### config.mk
export PLATFORM = sky130hd
export DESIGN_NAME = data_line_reader_flat
export DESIGN_NICKNAME = d
export VERILOG_FILES = /design/src/rtl/data_line_reader_pkg.sv /design/src/rtl/data_line_reader_if.sv /design/src/rtl/data_line_reader_line_word_select.sv /design/src/rtl/data_line_reader.sv /design/src/flat_wrapper.sv
export SDC_FILE = /design/constraint.sdc
export NUM_CORES = 1
export LEC_CHECK = 0
export CAP_MARGIN = 10
export CORE_ASPECT_RATIO = 1.25
export CORE_MARGIN = 3
export CORE_UTILIZATION = 40
export CTS_BUF_LIST = sky130_fd_sc_hd__clkbuf_2
export DETAILED_ROUTE_END_ITERATION = 7
export GPL_ROUTABILITY_DRIVEN = 0
export MAX_ROUTING_LAYER = met4
export PLACE_DENSITY = 0.77
export SLEW_MARGIN = 20
export SYNTH_ARGS = -nofsm -noshare
export SYNTH_HDL_FRONTEND = slang
export SYNTH_SLANG_ARGS = --single-unit
### constraint.sdc
create_clock -name clk -period 3.35 [get_ports clk]
set_input_delay 1.005 -clock clk [delete_from_list [all_inputs] [get_ports clk]]
set_output_delay 1.005 -clock clk [all_outputs]
set_load 0.03 [all_outputs]
### src/rtl/data_line_reader_pkg.sv
// Shared LC-3b types for the read-side line buffer: word/line/offset/tag widths and FSM states.
package data_line_reader_pkg;

   localparam int unsigned WORD_W   = 16;
   localparam int unsigned LINE_W   = 128;
   localparam int unsigned OFFSET_W = 4;
   localparam int unsigned TAG_W    = 12;

   typedef logic [WORD_W-1:0]   lc3b_word;
   typedef logic [LINE_W-1:0]   lc3b_mem_data;
   typedef logic [OFFSET_W-1:0] lc3b_c_offset;
   typedef logic [TAG_W-1:0]    lc3b_c_tag;

   typedef enum logic [1:0] {
      IDLE    = 2'd0,
      FETCH   = 2'd1,
      RESPOND = 2'd2
   } lc3b_rd_state;

   function automatic lc3b_c_tag addr_tag(input lc3b_word addr);
      return addr[WORD_W-1:OFFSET_W];
   endfunction

   function automatic lc3b_c_offset addr_offset(input lc3b_word addr);
      return addr[OFFSET_W-1:0];
   endfunction

endpackage

### src/rtl/data_line_reader_if.sv
// CPU mem_* and physical-memory pmem_* signals of the line reader, bundled as one interface.
interface data_line_reader_if;
   import data_line_reader_pkg::*;

   lc3b_word     mem_address;
   logic         mem_read;
   logic         mem_write;
   lc3b_word     mem_rdata;
   logic         mem_resp;
   lc3b_word     pmem_address;
   logic         pmem_read;
   lc3b_mem_data pmem_rdata;
   logic         pmem_resp;

   modport master (
      output mem_address, mem_read, mem_write, pmem_rdata, pmem_resp,
      input  mem_rdata, mem_resp, pmem_address, pmem_read
   );

   modport slave (
      input  mem_address, mem_read, mem_write, pmem_rdata, pmem_resp,
      output mem_rdata, mem_resp, pmem_address, pmem_read
   );

endinterface

### src/rtl/data_line_reader_line_word_select.sv
// Extracts the 16-bit word addressed by offset[3:1] from a 128-bit line; byte bit is ignored.
module line_word_select
   import data_line_reader_pkg::*;
(
   input  lc3b_mem_data line,
   input  lc3b_c_offset offset,
   output lc3b_word     word
);

   logic [2:0] word_idx;

   assign word_idx = 3'(offset >> 1);
   assign word     = line[{word_idx, 4'b0000} +: WORD_W];

endmodule

### src/rtl/data_line_reader.sv
// One-line read buffer for LC-3b word reads: hits are served from the buffer, misses fetch
// the whole line over pmem, and snooped CPU writes invalidate a matching buffered line.
module data_line_reader
   import data_line_reader_pkg::*;
(
   input  logic              clk,
   input  logic              reset,
   data_line_reader_if.slave bus
);

   lc3b_rd_state state_q, state_d;
   logic         buf_valid_q, buf_valid_d;
   lc3b_c_tag    buf_tag_q, buf_tag_d;
   lc3b_mem_data buf_line_q, buf_line_d;
   lc3b_word     mem_rdata_q, mem_rdata_d;
   logic         mem_resp_q, mem_resp_d;
   logic         pmem_read_q, pmem_read_d;
   lc3b_word     pmem_address_q, pmem_address_d;

   lc3b_word     buf_word;
   lc3b_word     fetch_word;
   lc3b_c_tag    req_tag;
   logic         tag_match;
   logic         hit;

   line_word_select u_buf_sel (
      .line   (buf_line_q),
      .offset (addr_offset(bus.mem_address)),
      .word   (buf_word)
   );

   line_word_select u_fetch_sel (
      .line   (bus.pmem_rdata),
      .offset (addr_offset(bus.mem_address)),
      .word   (fetch_word)
   );

   assign req_tag   = addr_tag(bus.mem_address);
   assign tag_match = (buf_tag_q == req_tag);
   assign hit       = buf_valid_q && tag_match;

   // Next-state and registered-output logic.
   always_comb begin
      state_d        = state_q;
      buf_valid_d    = buf_valid_q;
      buf_tag_d      = buf_tag_q;
      buf_line_d     = buf_line_q;
      mem_rdata_d    = mem_rdata_q;
      mem_resp_d     = 1'b0;
      pmem_read_d    = pmem_read_q;
      pmem_address_d = pmem_address_q;

      unique case (state_q)
         IDLE: begin
            pmem_read_d = 1'b0;
            // A write wins over a concurrent read; the read stays pending for a later cycle.
            if (bus.mem_write) begin
               if (tag_match) buf_valid_d = 1'b0;
            end else if (bus.mem_read) begin
               if (hit) begin
                  mem_rdata_d = buf_word;
                  mem_resp_d  = 1'b1;
                  state_d     = RESPOND;
               end else begin
                  pmem_address_d = {req_tag, 4'b0000};
                  pmem_read_d    = 1'b1;
                  state_d        = FETCH;
               end
            end
         end

         FETCH: begin
            if (bus.pmem_resp) begin
               buf_line_d  = bus.pmem_rdata;
               buf_tag_d   = addr_tag(pmem_address_q);
               buf_valid_d = 1'b1;
               mem_rdata_d = fetch_word;
               pmem_read_d = 1'b0;
               if (bus.mem_read) begin
                  mem_resp_d = 1'b1;
                  state_d    = RESPOND;
               end else begin
                  state_d = IDLE;
               end
            end
         end

         RESPOND: begin
            state_d = IDLE;
         end

         default: begin
            state_d     = IDLE;
            pmem_read_d = 1'b0;
         end
      endcase
   end

   always_ff @(posedge clk) begin
      if (reset) begin
         state_q        <= IDLE;
         buf_valid_q    <= 1'b0;
         buf_tag_q      <= '0;
         buf_line_q     <= '0;
         mem_rdata_q    <= '0;
         mem_resp_q     <= 1'b0;
         pmem_read_q    <= 1'b0;
         pmem_address_q <= '0;
      end else begin
         state_q        <= state_d;
         buf_valid_q    <= buf_valid_d;
         buf_tag_q      <= buf_tag_d;
         buf_line_q     <= buf_line_d;
         mem_rdata_q    <= mem_rdata_d;
         mem_resp_q     <= mem_resp_d;
         pmem_read_q    <= pmem_read_d;
         pmem_address_q <= pmem_address_d;
      end
   end

   assign bus.mem_rdata    = mem_rdata_q;
   assign bus.mem_resp     = mem_resp_q;
   assign bus.pmem_read    = pmem_read_q;
   assign bus.pmem_address = pmem_address_q;

endmodule

### src/flat_wrapper.sv
// flat-port wrapper written by rule: the top's interface ports become plain ports
module data_line_reader_flat import data_line_reader_pkg::*;
  (clk, reset, bus_mem_address, bus_mem_read, bus_mem_write, bus_pmem_rdata, bus_pmem_resp, bus_mem_rdata, bus_mem_resp, bus_pmem_address, bus_pmem_read);
  data_line_reader_if bus_i ();
  input  logic clk;
  input  logic reset;
  input wire logic [$bits(bus_i.mem_address)-1:0] bus_mem_address;
  input wire logic [$bits(bus_i.mem_read)-1:0] bus_mem_read;
  input wire logic [$bits(bus_i.mem_write)-1:0] bus_mem_write;
  input wire logic [$bits(bus_i.pmem_rdata)-1:0] bus_pmem_rdata;
  input wire logic [$bits(bus_i.pmem_resp)-1:0] bus_pmem_resp;
  output wire logic [$bits(bus_i.mem_rdata)-1:0] bus_mem_rdata;
  output wire logic [$bits(bus_i.mem_resp)-1:0] bus_mem_resp;
  output wire logic [$bits(bus_i.pmem_address)-1:0] bus_pmem_address;
  output wire logic [$bits(bus_i.pmem_read)-1:0] bus_pmem_read;
  assign bus_i.mem_address = bus_mem_address;
  assign bus_i.mem_read = bus_mem_read;
  assign bus_i.mem_write = bus_mem_write;
  assign bus_i.pmem_rdata = bus_pmem_rdata;
  assign bus_i.pmem_resp = bus_pmem_resp;
  assign bus_mem_rdata = bus_i.mem_rdata;
  assign bus_mem_resp = bus_i.mem_resp;
  assign bus_pmem_address = bus_i.pmem_address;
  assign bus_pmem_read = bus_i.pmem_read;
  data_line_reader u_core (.clk(clk), .reset(reset), .bus(bus_i));
endmodule
==> flow_summary.yaml <==
outcome:
  status: "complete, no violations"
power_and_ir_drop:
  p_switching_uw: 1140
  power_density_mw_per_mm2: 387
  p_int_uw: 2850
  sequentialPowerShare_pct: 53.8
  power_leakage_uw: 0.00342
  vdd_drop_max_mv: 0.232
  swShare_pct: 28.5
  p_clk_share_pct: 29.3
  power_frac_comb_pct: 16.9
floorplan:
  die-area_mm2: 0.0220
  io_pins: 183
  initial_core_util_pct: 41.2
  std_cell_rows: 57
  die_h_um: 165
  core_mm2: 0.0197
  fp.dieW_um: 133
drt:
  drc: 0
  vias: 7723
  routedWlPerCell_um: 16.8
  vias_per_cell: 5.31
  drt_iter0_drc: 690
  ant_nets: 0
  dr.pass1.iters: 6
  totalWireLength_mm: 24.4
clock_tree:
  cts_tree: "built"
  cts_resized: 0
  post-cts-setup-buffers: 0
  clk_path_buf_depth: 2
  htree_levels: 4
  clock_sinks: 173
  clock-root-buffer: "clkbuf_2"
  clkTransAtPathRegs_ns: 0.23
  clock_latency_ns: 0.76
  cts_buffers: 17
  ctsHoldBuffers: 0
final_layout:
  final_common_cell: "nand2_1"
  final_area_mm2: 0.0103
  final_cell_mix: "nand2_1 (400), clkdlybuf4s50_1 (175), dfxtp_1 (173)"
  fin_nets: 1318
  syn2layout_area_growth_pct: 27.3
  drive_gt1_share_pct: 8.29
global_route:
  grt_pass1_wl_mm: 37.8
  globalRouteTotalUtil_pct: 22.3
  grt_max_degree: 98
  grt_overflow: 0
  antenna_found_initial: 6
  grt_pass1_vias: 7370
logic_synthesis:
  syn_inst: 1038
  synth_area_leaders: "dfxtp_1 (43%), nand2_1 (19%), mux4_2 (9.2%)"
  post-synth-top-area-cell: "dfxtp_1"
  ys_seq_area_share_pct: 42.7
  synth_cell_types: 36
  syn_area_mm2: 0.00811
  ys_seq_elements: 173
  synth_top_area_share_pct: 42.7
  yosysWarnings: 0
  syn_avg_cell_area_um2: 7.81
critical_path:
  cp_top_family: "buffers and inverters"
  cp_cell_sequence: "clkdlybuf4s50_1"
  r2r_setup_slack_ns: 0.91
  max_stage_delay_ns: 0.69
  arrival_ns: 1.85
  cp-end-kind: "output port"
  slowest_stage: "clkdlybuf4s50_1"
  path_buf_inv: 1
  start_kind: "flop"
  critPathRequiredTime_ns: 2.34
  path_class: "reg -> out"
  cp_max_fo: 2
timing:
  rsz0062_at_grt: "false"
  finalSetupTns_ns: 0
  min_period_ns: 2.86
  fmax_ghz: 0.350
  setup_violations: 0
  final.setup_skew_ns: 0.0267
  fin_hold_ws_ns: 0.467
  period_share_pct: 85.3
  setup_ws_ns: 0.492
  maxSlewHeadroom_pct: 31.8
  hold_viol_final: 0
  worst_pin_slew_ns: 1.02
  slew_viol_final: 0
placed_design:
  dp_slack_ns: -0.00777
  io_buffers: 177
  placed_area_mm2: 0.0100
  dp_hpwl_mm: 17.0
run:
  cap_violations: 0
worst_hold_path:
  hold_path_class: "reg -> reg"
-- flip-flops by register name, summed over array words and instances, names as in the netlist --
name	flops
u_core.bus.mem_resp	1
u_core.buf_tag_q	12
u_core.bus.pmem_address	12
u_core.buf_valid_q	1
u_core.state_q	2
u_core.bus.pmem_read	1
u_core.buf_line_q	128
u_core.bus.mem_rdata	16
-- cells in the mapped netlist (all sizes together) --
cell type,n
nand3,58
nor3b,1
o21ai,16
or2,1
a221oi,1
o221ai,1
and2,4
mux4,33
nand4,16
mux2i,15
nor2,24
a22oi,14
conb,1
o22ai,1
nand2b,3
a21oi,146
nor4,3
dfxtp,173
nor2b,5
a31oi,1
nand4b,1
buf,37
nor3,2
xor2,12
nand2,401
a22o,15
clkbuf,52
nand3b,1
-- kinds of logic (layout without fill, tap and decap cells) --
logic type / count (synthesis) / count (layout) / share of synthesized area [%]
flops: 173 / 173 / 42.7
buf+inv: 89 / 230 / 5.20
compound gates: 195 / 195 / 13.5
xor+xnor: 12 / 12 / 1.30
simple gates: 520 / 520 / 26.2
mux: 48 / 48 / 11.0
other cells: 1 / 12 / 0.0462
-- worst paths after layout --
kind	start	to	depth (start not counted)
setup / recovery	u_core.bus.mem_rdata[0]	bus_mem_rdata[0]	1
hold reg to reg	u_core.buf_line_q[121]	u_core.buf_line_q[121]	2
hold / removal	u_core.buf_line_q[121]	u_core.buf_line_q[121]	2
setup reg to reg	u_core.state_q[0]	u_core.bus.mem_rdata[14]	6
-- power groups by stage --
stage               Clock, uW  Sequential (uW)  Combinational, uW
finish                   1170             2150                674
floorplan                   0             2200                324
global route             1270             2150                726
CTS                      1200             2150                674
detailed placement          0             2180                672
global placement            0             2180                667
-- layer usage --
layer  global-route usage, %  up-vias  wire (um)
met4                    12.5        0       1060
li1                        -     3763          -
met5                       -        -          0
met2                    36.0      284      12100
met1                    26.2     3616       9820
met3                    4.67       60       1460
-- stage by stage --
step | util [%] | std cells | total power (uW)
5_1_grt | 52.4 | 1453 | 4150
4_1_cts | 52.3 | 1447 | 4020
6_report | 52.4 | 1455 | 3990
2_1_floorplan | - | 1041 | 2520
3_5_place_dp | 51.0 | 1415 | 2860
3_3_place_gp | 51.0 | 1415 | 2850
-- layout make-up --
class | count | area (um2)
antenna | 8 | 20.0
fill | 1886 | 9360
clock inverter | 15 | 170
timing repair buffer | 198 | 2000
tap | 265 | 332
clock buffer | 17 | 85.1
sequential | 173 | 3460
multi-input combinational | 779 | 4250
Note: power is estimated with default switching activity, not from simulation.
